<file path="src/rtl/l1_load_miss_queue.sv">
// ---------------------------------------------------------------------------
// l1_load_miss_queue
//
// Purpose:
//    Holds the outstanding L1 data-cache load misses between the tag lookup
//    and the L2 request interface. Misses to the same line from different
//    strands share one entry. Each unique line is sent to L2 once, using a
//    valid/ready handshake. When L2 returns the fill, this block writes the
//    tag update (way, tag, set) and pulses a wake-up mask for every strand
//    that was waiting on that line.
//
// Ports:
//    clk                      rising-edge clock
//    reset                    synchronous, active-high reset
//    request_i                load miss this cycle
//    request_addr             26-bit line address (set in low bits, tag above)
//    request_way              victim way for the fill
//    request_strand           strand that missed
//    l2_req_valid_o           L2 fill request valid
//    l2_req_ready_i           L2 accepts the request this cycle
//    l2_req_addr_o            line address of the request
//    l2_req_way_o             victim way of the request
//    l2_req_id_o              entry index, echoed back by L2
//    l2_rsp_valid_i           fill complete for entry l2_rsp_id_i
//    l2_rsp_id_i              entry being completed
//    update_o                 tag/valid write strobe (one cycle after response)
//    update_way_o             way to write
//    update_tag_o             tag to write
//    update_set_o             set to write
//    load_complete_strands_o  one-cycle wake-up mask of strands
// ---------------------------------------------------------------------------

`ifndef L1_SET_INDEX_WIDTH
`define L1_SET_INDEX_WIDTH 6
`endif

`ifndef L1_TAG_WIDTH
`define L1_TAG_WIDTH (26 - `L1_SET_INDEX_WIDTH)
`endif

module l1_load_miss_queue #(
   parameter int NUM_ENTRIES = 4
) (
   input  logic                             clk,
   input  logic                             reset,
   input  logic                             request_i,
   input  logic [25:0]                      request_addr,
   input  logic [1:0]                       request_way,
   input  logic [$clog2(NUM_ENTRIES)-1:0]   request_strand,
   output logic                             l2_req_valid_o,
   input  logic                             l2_req_ready_i,
   output logic [25:0]                      l2_req_addr_o,
   output logic [1:0]                       l2_req_way_o,
   output logic [$clog2(NUM_ENTRIES)-1:0]   l2_req_id_o,
   input  logic                             l2_rsp_valid_i,
   input  logic [$clog2(NUM_ENTRIES)-1:0]   l2_rsp_id_i,
   output logic                             update_o,
   output logic [1:0]                       update_way_o,
   output logic [`L1_TAG_WIDTH-1:0]         update_tag_o,
   output logic [`L1_SET_INDEX_WIDTH-1:0]   update_set_o,
   output logic [NUM_ENTRIES-1:0]           load_complete_strands_o
);

   localparam int IDW  = $clog2(NUM_ENTRIES);
   localparam int SETW = `L1_SET_INDEX_WIDTH;

   typedef enum logic [1:0] {
      FREE    = 2'd0,
      PENDING = 2'd1,
      ISSUED  = 2'd2
   } entry_state_t;

   entry_state_t            state_q   [NUM_ENTRIES];
   logic [25:0]             addr_q    [NUM_ENTRIES];
   logic [1:0]              way_q     [NUM_ENTRIES];
   logic [NUM_ENTRIES-1:0]  waiting_q [NUM_ENTRIES];

   logic [IDW-1:0]          issue_ptr_q;
   logic                    locked_q;
   logic [IDW-1:0]          locked_id_q;

   logic                    update_q;
   logic [1:0]              update_way_q;
   logic [25:0]             update_addr_q;
   logic [NUM_ENTRIES-1:0]  complete_mask_q;

   logic [NUM_ENTRIES-1:0]  strand_onehot;
   logic [NUM_ENTRIES-1:0]  pending_vec;
   logic                    match_found;
   logic [IDW-1:0]          match_idx;
   logic                    free_found;
   logic [IDW-1:0]          free_idx;
   logic                    rr_found;
   logic [IDW-1:0]          rr_idx;
   logic [IDW-1:0]          rr_cand;
   logic                    issue_valid;
   logic [IDW-1:0]          sel_idx;
   logic                    issue_fire;
   logic [IDW-1:0]          next_issue_ptr;
   logic                    merge_hit;
   logic                    alloc_hit;
   logic                    retire_merge;

   // Decode the requesting strand into a one-hot bit and collect which
   // entries are waiting to be sent to L2.
   always_comb begin
      strand_onehot = '0;
      strand_onehot[request_strand] = 1'b1;
      pending_vec = '0;
      for (int i = 0; i < NUM_ENTRIES; i++) begin
         pending_vec[i] = (state_q[i] == PENDING);
      end
   end

   // Look for a live entry that already tracks this line. A live entry can
   // be PENDING or ISSUED. An entry retiring this cycle still counts as a
   // match, so a strand that misses on it joins the wake-up that is leaving.
   always_comb begin
      match_found = 1'b0;
      match_idx   = '0;
      for (int i = 0; i < NUM_ENTRIES; i++) begin
         if (!match_found && state_q[i] != FREE && addr_q[i] == request_addr) begin
            match_found = 1'b1;
            match_idx   = IDW'(i);
         end
      end
   end

   // Find the lowest-index free entry for allocation. An entry freed by a
   // response in this cycle becomes visible here only in the next cycle.
   always_comb begin
      free_found = 1'b0;
      free_idx   = '0;
      for (int i = 0; i < NUM_ENTRIES; i++) begin
         if (!free_found && state_q[i] == FREE) begin
            free_found = 1'b1;
            free_idx   = IDW'(i);
         end
      end
   end

   // Round-robin search for a PENDING entry, starting at issue_ptr and
   // wrapping around the entry array.
   always_comb begin
      rr_found = 1'b0;
      rr_idx   = '0;
      rr_cand  = '0;
      for (int k = 0; k < NUM_ENTRIES; k++) begin
         rr_cand = IDW'((int'(issue_ptr_q) + k) % NUM_ENTRIES);
         if (!rr_found && pending_vec[rr_cand]) begin
            rr_found = 1'b1;
            rr_idx   = rr_cand;
         end
      end
   end

   // The L2 request depends only on registered state. Once a request has
   // been shown and stalled, the locked index keeps it stable. Without the
   // lock, a newly allocated entry could win the round-robin search and
   // change the request while it is stalled. Outputs read zero when idle.
   always_comb begin
      issue_valid    = |pending_vec;
      sel_idx        = locked_q ? locked_id_q : rr_idx;
      issue_fire     = issue_valid && l2_req_ready_i;
      next_issue_ptr = (sel_idx == IDW'(NUM_ENTRIES - 1)) ? '0 : sel_idx + 1'b1;

      l2_req_valid_o = issue_valid;
      l2_req_addr_o  = issue_valid ? addr_q[sel_idx] : '0;
      l2_req_way_o   = issue_valid ? way_q[sel_idx]  : '0;
      l2_req_id_o    = issue_valid ? sel_idx         : '0;

      merge_hit    = request_i && match_found;
      alloc_hit    = request_i && !match_found && free_found;
      retire_merge = merge_hit && l2_rsp_valid_i && (match_idx == l2_rsp_id_i);
   end

   // Per-entry state update. A response frees its entry and clears its
   // mask, and it wins over a merge into the same entry. That merged strand
   // is woken through the registered response mask below. Acceptance and
   // response always hit different entries, because only ISSUED entries are
   // completed and only PENDING entries are accepted.
   always_ff @(posedge clk) begin
      if (reset) begin
         for (int i = 0; i < NUM_ENTRIES; i++) begin
            state_q[i]   <= FREE;
            addr_q[i]    <= '0;
            way_q[i]     <= '0;
            waiting_q[i] <= '0;
         end
         issue_ptr_q <= '0;
         locked_q    <= 1'b0;
         locked_id_q <= '0;
      end else begin
         locked_q    <= issue_valid && !l2_req_ready_i;
         locked_id_q <= sel_idx;
         if (issue_fire) begin
            issue_ptr_q <= next_issue_ptr;
         end
         for (int i = 0; i < NUM_ENTRIES; i++) begin
            if (l2_rsp_valid_i && l2_rsp_id_i == IDW'(i)) begin
               state_q[i]   <= FREE;
               waiting_q[i] <= '0;
            end else begin
               if (issue_fire && sel_idx == IDW'(i)) begin
                  state_q[i] <= ISSUED;
               end
               if (alloc_hit && free_idx == IDW'(i)) begin
                  state_q[i]   <= PENDING;
                  addr_q[i]    <= request_addr;
                  way_q[i]     <= request_way;
                  waiting_q[i] <= strand_onehot;
               end
               if (merge_hit && match_idx == IDW'(i)) begin
                  waiting_q[i] <= waiting_q[i] | strand_onehot;
               end
            end
         end
      end
   end

   // Register the tag update and wake-up pulse one cycle after the
   // response. A strand that merges into the retiring entry in the same
   // cycle is added to the pulse here.
   always_ff @(posedge clk) begin
      if (reset) begin
         update_q        <= 1'b0;
         update_way_q    <= '0;
         update_addr_q   <= '0;
         complete_mask_q <= '0;
      end else if (l2_rsp_valid_i) begin
         update_q        <= 1'b1;
         update_way_q    <= way_q[l2_rsp_id_i];
         update_addr_q   <= addr_q[l2_rsp_id_i];
         complete_mask_q <= waiting_q[l2_rsp_id_i] |
                            (retire_merge ? strand_onehot : '0);
      end else begin
         update_q        <= 1'b0;
         update_way_q    <= '0;
         update_addr_q   <= '0;
         complete_mask_q <= '0;
      end
   end

   // Split the registered line address into the tag and set fields that
   // the tag memory write needs.
   always_comb begin
      update_o                = update_q;
      update_way_o            = update_way_q;
      update_tag_o            = update_addr_q[25:SETW];
      update_set_o            = update_addr_q[SETW-1:0];
      load_complete_strands_o = complete_mask_q;
   end

`ifndef SYNTHESIS
   logic strand_busy;

   // A strand is busy when some live entry already lists it as waiting.
   always_comb begin
      strand_busy = 1'b0;
      for (int i = 0; i < NUM_ENTRIES; i++) begin
         if (state_q[i] != FREE && waiting_q[i][request_strand]) begin
            strand_busy = 1'b1;
         end
      end
   end

   // Catch protocol misuse. A strand may have only one outstanding miss,
   // the queue must have room for a new line, and L2 may only complete
   // entries it was actually sent.
   always @(posedge clk) begin
      if (!reset) begin
         if (request_i) begin
            assert (!strand_busy)
               else $error("strand %0d already has an outstanding miss", request_strand);
            assert (match_found || free_found)
               else $error("miss with no matching and no free entry");
         end
         if (l2_rsp_valid_i) begin
            assert (state_q[l2_rsp_id_i] == ISSUED)
               else $error("response for entry %0d that is not issued", l2_rsp_id_i);
         end
      end
   end
`endif

endmodule

</file>
<file path="config.mk">
export PLATFORM = sky130hd
export DESIGN_NAME = l1_load_miss_queue
export DESIGN_NICKNAME = d
export VERILOG_FILES = /design/src/rtl/l1_load_miss_queue.sv
export SDC_FILE = /design/constraint.sdc
export NUM_CORES = 1
export LEC_CHECK = 0
export CAP_MARGIN = 15
export CORE_MARGIN = 5
export CORE_UTILIZATION = 30
export CTS_BUF_LIST = sky130_fd_sc_hd__clkbuf_2 sky130_fd_sc_hd__clkbuf_4 sky130_fd_sc_hd__clkbuf_8
export DETAILED_ROUTE_END_ITERATION = 16
export SLEW_MARGIN = 5
export SYNTH_ARGS = -nofsm -noshare
export SYNTH_HDL_FRONTEND = slang
export SYNTH_SLANG_ARGS = --single-unit
</file>
<file path="constraint.sdc">
create_clock -name clk -period 8.75 [get_ports clk]
set_clock_uncertainty 0.05 [all_clocks]
set_input_delay 1.3125 -clock clk [delete_from_list [all_inputs] [get_ports clk]]
set_output_delay 1.3125 -clock clk [all_outputs]
set_load 0.02 [all_outputs]
</file>
======== Word level (Yosys, flattened, before mapping) ========
Memories as Yosys holds them, arrays and structs flattened. A register that Yosys moved wholly into a read port is not among the register bits.
Index checks and enable logic that the tools add are counted.
word-level totals
  bits in writable memories ............... 136
  memories ................................ 4
  output and inout port bits .............. 64
  logic and storage cells ................. 272
  register bits after elaboration ......... 10
  bits of input ports ..................... 37
operators by class
  bitwise logic cells ..................... 38
  reduce and logical (&&, ||, !) cells .... 62
  equality and inequality tests ........... 21
  magnitude comparators ................... 6
  mux-type cells .......................... 132
  $add $sub $neg .......................... 4
memories
  name       depth  width  rd ports  clocked after memory_dff  wr ports  line  text
  addr_q     4      26     6         1                         4         74    logic [25:0] addr_q [NUM_ENTRIES];
  waiting_q  4      4      5         0                         4         76    logic [NUM_ENTRIES-1:0] waiting_q [NUM_ENTRIES];
  state_q    4      2      4         0                         4         73    entry_state_t state_q [NUM_ENTRIES];
  way_q      4      2      2         1                         4         75    logic [1:0] way_q [NUM_ENTRIES];
operator list
  operator                                                                              count
  26-bit two-way mux                                                                    5
  26-bit equality test                                                                  4
  1-bit two-way mux                                                                     81
  2-bit two-way mux                                                                     28
  4-bit two-way mux                                                                     13
  1-bit logical AND                                                                     37
  1-bit OR                                                                              32
  4-bit OR                                                                              5
  2-bit by 1-bit equality test with 1-bit output (second input constant)                8
  2-bit equality test (second input constant)                                           8
  2-bit zero test                                                                       8
  2-bit by 3-bit < comparator with 1-bit output (second input constant)                 5
  1-bit zero test                                                                       11
  1-bit binary-select mux with 2-bit select                                             4
  2-bit nonzero test                                                                    4
  2-bit by 1-bit adder with 2-bit output (second input constant)                        2
  2-bit adder (second input constant)                                                   2
  4-bit OR reduction                                                                    1
  1-bit demux with 2-bit select                                                         1
  2-bit equality test                                                                   1
  2-bit by 1-bit greater-or-equal comparator with 1-bit output (second input constant)  1
  2-bit OR reduction                                                                    1
  1-bit inverter                                                                        1

======== Depth between registers and ports, before layout ========
Gate-level depths: netlist (run 1).
An unclocked memory read counts as a cell.
  depth in word-level cells ............... 26
  mapped depth ............................ 12
  depth with buffers taken out ............ 10

======== Worst setup path before layout (run 1) ========
OpenSTA, ideal clock, no wires.
  path kind ............................... in2reg
  start point ............................. input request_addr[10]
  end point ............................... memory addr_q[0][0], enable pin
  library setup time ...................... 0.419 ns
  path buffers ............................ 1
  setup slack ............................. 4.430 ns
  arrival time ............................ 3.851 ns
  data required time ...................... 8.281 ns
  cell stages on the path ................. 8
  path through ............................ buf_2 xor2_1 or4_1 nor4_1 and2_1 nand4bb_4 or3_1 o21bai_1
RTL lines
  what         line  text
  from (decl)  47    input logic [25:0] request_addr,
  to (decl)    74

==> results of run 1 <==
## cell usage after synthesis, drive strengths merged, types with 2 or more instances
| master | n | area share |
|---|---|---|
| a21boi | 2 | 0.0016 |
| a21oi | 18 | 0.0093 |
| a2bb2oi | 4 | 0.0036 |
| a31o | 2 | 0.0018 |
| a31oi | 2 | 0.0013 |
| and2 | 172 | 0.11 |
| and3 | 3 | 0.0025 |
| and4b | 2 | 0.0025 |
| buf | 35 | 0.024 |
| clkbuf | 28 | 0.011 |
| dfxtp | 38 | 0.079 |
| edfxtp | 136 | 0.42 |
| ha | 4 | 0.0052 |
| inv | 6 | 0.0023 |
| mux4 | 60 | 0.14 |
| nand2 | 25 | 0.0097 |
| nand2b | 4 | 0.0026 |
| nand3 | 8 | 0.0041 |
| nand3b | 3 | 0.0023 |
| nand4 | 13 | 0.0084 |
| nor2 | 27 | 0.010 |
| nor2b | 11 | 0.0071 |
| nor3 | 6 | 0.0031 |
| nor3b | 4 | 0.0031 |
| nor4 | 20 | 0.016 |
| o21ai | 6 | 0.0031 |
| or2 | 2 | 0.0013 |
| or3 | 2 | 0.0013 |
| or4 | 3 | 0.0027 |
| xnor2 | 46 | 0.042 |
| xor2 | 59 | 0.054 |
## kinds of logic (layout without fill, tap and decap cells)
kind of cell               after synthesis  count (layout)  share of synthesized area
AOI/OAI and AO/OA                       39              39                     0.0248
xor gates and xnor gates               105             105                     0.0959
adders and majority gates                4               4                    0.00518
buffers and inverters                   69             150                     0.0370
DFF                                    174             174                      0.501
muxes                                   61              61                      0.141
and+or+nand+nor                        308             308                      0.195
## layout make-up
type / instances / share of cell area
inverter: 6 / 0.00198
sequential: 174 / 0.427
clock buffer: 18 / 0.0213
clock inverter: 14 / 0.0117
multi-input combinational: 517 / 0.397
tap: 402 / 0.0443
timing repair buffer: 112 / 0.0969
## layer usage
metal | vias to the layer above | track usage | share of wire
li1 | 2850 | - | -
met1 | 3226 | 0.219 | 0.45
met2 | 237 | 0.246 | 0.47
met3 | 38 | 0.0343 | 0.064
met4 | 0 | 0.0462 | 0.022
met5 | - | 0 | 0
## power by group through the flow
stage | clock network, uW | logic [uW] | registers (uW)
floorplan | 0 | 370 | 1030
global placement | 0 | 609 | 1040
detailed placement | 0 | 611 | 1040
CTS | 574 | 615 | 1020
global route | 610 | 657 | 1030
finish | 561 | 612 | 1020
## sequential cells by signal, indices dropped and copies added (netlist names)
| signal | cells |
|---|---|
| issue_ptr_q | 2 |
| addr_q | 104 |
| way_q | 8 |
| update_way_o | 2 |
| locked_id_q | 2 |
| locked_q | 1 |
| waiting_q | 16 |
| update_addr_q | 26 |
| load_complete_strands_o | 4 |
| state_q | 8 |
| update_o | 1 |
## worst register-to-register path, stage by stage, from the launching register on
cell and delay [ns]:
edfxtp_1 0.44, xor2_1 0.18, nor4_1 0.55, nand4_1 0.17, or4_4 0.63, nand4bb_4 0.16, nor4_2 0.09, and2_1 0.22
a21o_1 0.18, buf_4 0.29
## stage by stage
step	utilization	instance area (um^2)	hold slack [ns]
after floorplan	-	9670	0.395
after global placement	0.345	11000	0.422
after detailed placement	0.345	11000	0.441
after CTS	0.357	11300	0.454
after global routing	0.358	11400	0.483
final	0.358	11400	0.445
## how the worst max path moves through the flow
stage / startpoint / to / slack (ns)
4_1_cts: state_q[0][1] / l2_req_addr_o[12] / 3.49
2_1_floorplan: request_addr[10] / addr_q[0][0] / 4.43
6_report: state_q[0][1] / l2_req_addr_o[16] / 3.58
3_3_place_gp: request_addr[20] / way_q[3][1] / 3.90
5_1_grt: state_q[0][1] / l2_req_addr_o[12] / 3.30
3_5_place_dp: request_addr[20] / way_q[3][1] / 3.92
==> flow_summary.toml, run 1 <==
[pwr]
p_sw_uw = 710
pwr-share-clk = 0.256
switching_share = 0.323
total_power_uw = 2200
irDropWorstVdd_v = 0.0000898
combPwrFrac = 0.278
power_density_nw_per_um2 = 193
power.share.sequential = 0.466
p_leak_uw = 0.00400
p_int_uw = 1490

[timing]
slew_headroom = 0.318
timing.final.crit_share = 0.590
period_needed_ns = 5.17
maxSlewViolCount = 0
max_freq_mhz = 194
worstMarginPinSlew_ns = 1.02
finalSetupTns_ns = 0
setup_viol = 0
setup_ws_ns = 3.58
finalHoldViolCount = 0
rsz0062_at_grt = "no"

[hold_path]
hold_end = "issue_ptr_q[0]"
min-delay-path-class = "reg2reg"
hold_start = "issue_ptr_q[0]"
hold_depth = 2

[routing]
routed_via_density = 5.11
first_pass_iters = 6
routed_wl_um = 28000
drc_errors = 0
ant_nets = 0
vias = 6351
drtIter0Drc = 471
wl_per_cell_um = 22.5

[critical_path]
cpLargestDelayFamily = "buffers and inverters"
r2r_start = "addr_q[1][18]"
crit_type = "reg2out"
r2r_setup_slack_ns = 5.48
timing.rr.end = "addr_q[3][18]"
critical_path_arrival_ns = 3.80
path_buf_inv = 2
start_kind = "flop"
max_stage_delay_ns = 0.60
crit_slowest_cell = "mux4_2"
crit_cells = 9
endpoint_kind = "primary output"
path_cells = "nor2b_1 > nand2_1 > a21oi_1 > nor4_1 > a21oi_4 > buf_4 > mux4_2 > and2_1 > clkdlybuf4s50_1"
worst-r2r-cell-count = 9
worst_ep_required_time_ns = 7.39
path_max_fanout = 24

[cells_and_area]
final_common_cell = "and2_1"
fill_cells = 3096
nets = 869
syn_to_final_growth_pct = 17.5
final_cell_mix = "and2_1 (162), edfxtp_1 (136), clkdlybuf4s50_1 (98), mux4_2 (60), xor2_1 (58)"
multi_input_area_um2 = 4510
seqCellArea_um2 = 4840
drive_gt1_frac = 0.158
num_antenna_cells = 0
fin_cells = 1243

[logic_synthesis]
yosys_warnings = 0
synth.distinct_cells = 49
synth-seq-cells = 174
syn_area_um2 = 9670
syn-instance-count = 760
ys.flop_type = "edfxtp_1"
synth_area_per_cell_um2 = 12.7
async_flop_share = 0
synth_edf_count = 136
yosysSeqAreaShare = 0.501
synth_nets = 801

[die]
start_util = 0.305
std_cell_rows = 65
io_pins = 101
die_height_um = 190
design.core.area_um2 = 31700
dieArea_um2 = 35900
die_w_um = 190

[cts]
numClockSinks = 174
cts_resized = 0
cts_buffers = 17
worstSkewPairLatency_ns = 0.47
clk_path_buf_depth = 2
worst_setup_hold_path_clk_slew_ns = 0.09
cts_tree = "done"
post_cts_buffers = 0
hold_buffers = 0
cts_root_buf = "clkbuf_8"
cts-htree-levels = 4

[placed_design]
portBuffers = 100
hpwl_um = 19600
placed_cells = 1210
dp_slack_ns = 3.92
globalplace.congestion = 0.870

[run]
maxCapViolations = 0

[global_route]
grt_pass1_vias = 6521
grt_max_degree = 40
antenna_found_initial = 0
grt_usage = 0.157
grt_pass1_wl_um = 42600
grt_overflow = 0

[outcome]
status = "finished clean"
Power figures use the tool's default switching activity.
==> run 2: changes to the inputs <==
==> constraint.sdc (replaced) <==
create_clock -name clk -period 5 [get_ports clk]
set_clock_uncertainty 0.05 [all_clocks]
set_input_delay 0.75 -clock clk [delete_from_list [all_inputs] [get_ports clk]]
set_output_delay 0.75 -clock clk [all_outputs]
set_load 0.02 [all_outputs]
==> run 2 against run 1 <==
Net effect: worst setup slack got worse by 3.0 ns; critical path depth unchanged; register-to-register slack worse by 3.8 ns; count of clock-buffer cells in the layout unchanged; first-iteration DRC count is 6.8% higher; global-route usage decreased by 0.32 points; via count down 2.7%; combinational power grew 76%; sequential cell count unchanged; critical path type unchanged; highest routed layer unchanged.
==> flow_summary.toml, run 2 (synthesis gave the netlist of run 1 again) <==
[timing]
finalSetupTns_ns = 0
timing.final.crit_share = 0.880
worstMarginPinSlew_ns = 0.989
period_needed_ns = 4.40
maxSlewViolCount = 0
max_freq_mhz = 227
rsz0062_at_grt = "no"
hold_ws_ns = 0.443
slew_headroom = 0.341
finalHoldViolCount = 0
setup_viol = 0

[cells_and_area]
fill_cells = 3135
drive_gt1_frac = 0.160
largest_registers = "addr_q (104), update_addr_q (26), waiting_q (16)"
syn_to_final_growth_pct = 17.7
nets = 868
regMostFlops = "addr_q"
largest_reg_flops = 104
num_antenna_cells = 0
final_common_cell = "and2_1"
final_util = 0.359
final_cell_mix = "and2_1 (162), edfxtp_1 (136), clkdlybuf4s50_1 (98), mux4_2 (60), xor2_1 (58)"

[pwr]
irDropWorstVdd_v = 0.000145
total_power_uw = 3840
power_density_nw_per_um2 = 338
p_leak_uw = 0.00402

[routing]
routed_wl_um = 27600
wl_per_cell_um = 22.2
drc_errors = 0
vias = 6181
routed_via_density = 4.98
ant_nets = 0
first_pass_iters = 6
drtIter0Drc = 503

[critical_path]
start_kind = "flop"
cp-startpoint = "state_q[0][1]"
worst_ep_required_time_ns = 4.20
crit_type = "reg2out"
r2r_start = "addr_q[0][3]"
r2r_setup_slack_ns = 1.64
timing.rr.end = "addr_q[3][17]"
worst-r2r-cell-count = 9
crit_end = "l2_req_addr_o[16]"
path_max_fanout = 24
endpoint_kind = "primary output"
critical_path_arrival_ns = 3.60

[global_route]
grt_max_degree = 39
grt_pass1_vias = 6296
antenna_found_initial = 0
grt_pass1_wl_um = 41300
grt_overflow = 0
grt_usage = 0.154

[cts]
cts_resized = 0
worst_setup_hold_path_clk_slew_ns = 0.11
cts_buffers = 17
clk_path_buf_depth = 2
hold_buffers = 0
cts-htree-levels = 4
cts_tree = "done"
post_cts_buffers = 0
cts_root_buf = "clkbuf_8"
worstSkewPairLatency_ns = 0.47
numClockSinks = 174

[die]
design.core.area_um2 = 31700
die_height_um = 190
start_util = 0.305
io_pins = 101
std_cell_rows = 65
dieArea_um2 = 35900
die_w_um = 190

[hold_path]
hold_start = "issue_ptr_q[0]"
min-delay-path-class = "reg2reg"

[placed_design]
portBuffers = 100
globalplace.congestion = 0.866
hpwl_um = 19500

[outcome]
status = "finished clean"

[run]
maxCapViolations = 0
[run 2: critical path, stage by stage, from the launching register on]
cell             delay (ns)
edfxtp_1               0.41
nor2b_1                0.29
nand2_1                0.09
a21oi_1                0.14
nor4_1                 0.09
a21oi_4                0.47
buf_12                 0.30
mux4_2                 0.60
and2_1                 0.19
clkdlybuf4s50_1        0.54
[run 2: power breakdown]
group | leakage (uW) | internal (uW) | total [uW] | switching, uW
sequential | 0.00174 | 1690 | 1790 | 93.4
clock | 0.000200 | 380 | 977 | 597
combinational | 0.00208 | 499 | 1080 | 580
[run 2: metal layers]
metal  vias to the layer above  share of wire  global-route usage
met5                         -              0                   0
met1                      3111           0.46               0.219
li1                       2851              -                   -
met2                       194           0.47               0.245
met4                         0          0.014              0.0376
met3                        25          0.054              0.0264
[run 2: final cells by class]
cell class,count,area [um^2],share of cell area
Tap cell,402,503,0.0442
Clock buffer,18,241,0.0212
Sequential cell,174,4840,0.426
Clock inverter,14,141,0.0124
Timing Repair Buffer,111,1110,0.0977
Inverter,6,22.5,0.00198
Multi-Input combinational cell,517,4510,0.397
[run 2: worst min-delay path by stage]
stage / slack (ns) / to / cells past startpoint
after floorplan: 0.40 / issue_ptr_q[0] / 2
final: 0.44 / issue_ptr_q[0] / 2
after global placement: 0.42 / issue_ptr_q[0] / 2
after detailed placement: 0.42 / issue_ptr_q[0] / 2
after global routing: 0.46 / issue_ptr_q[0] / 2
after CTS: 0.44 / issue_ptr_q[0] / 2
[run 2: through the flow]
| stage | instances | setup WS (ns) | cell area (um^2) |
|---|---|---|---|
| 2_1_floorplan | 760 | 1.24 | 9670 |
| 3_3_place_gp | 1210 | 0.701 | 11000 |
| 3_5_place_dp | 1210 | 0.685 | 11000 |
| 4_1_cts | 1242 | 0.525 | 11400 |
| 5_1_grt | 1242 | 0.302 | 11400 |
| 6_report | 1242 | 0.598 | 11400 |
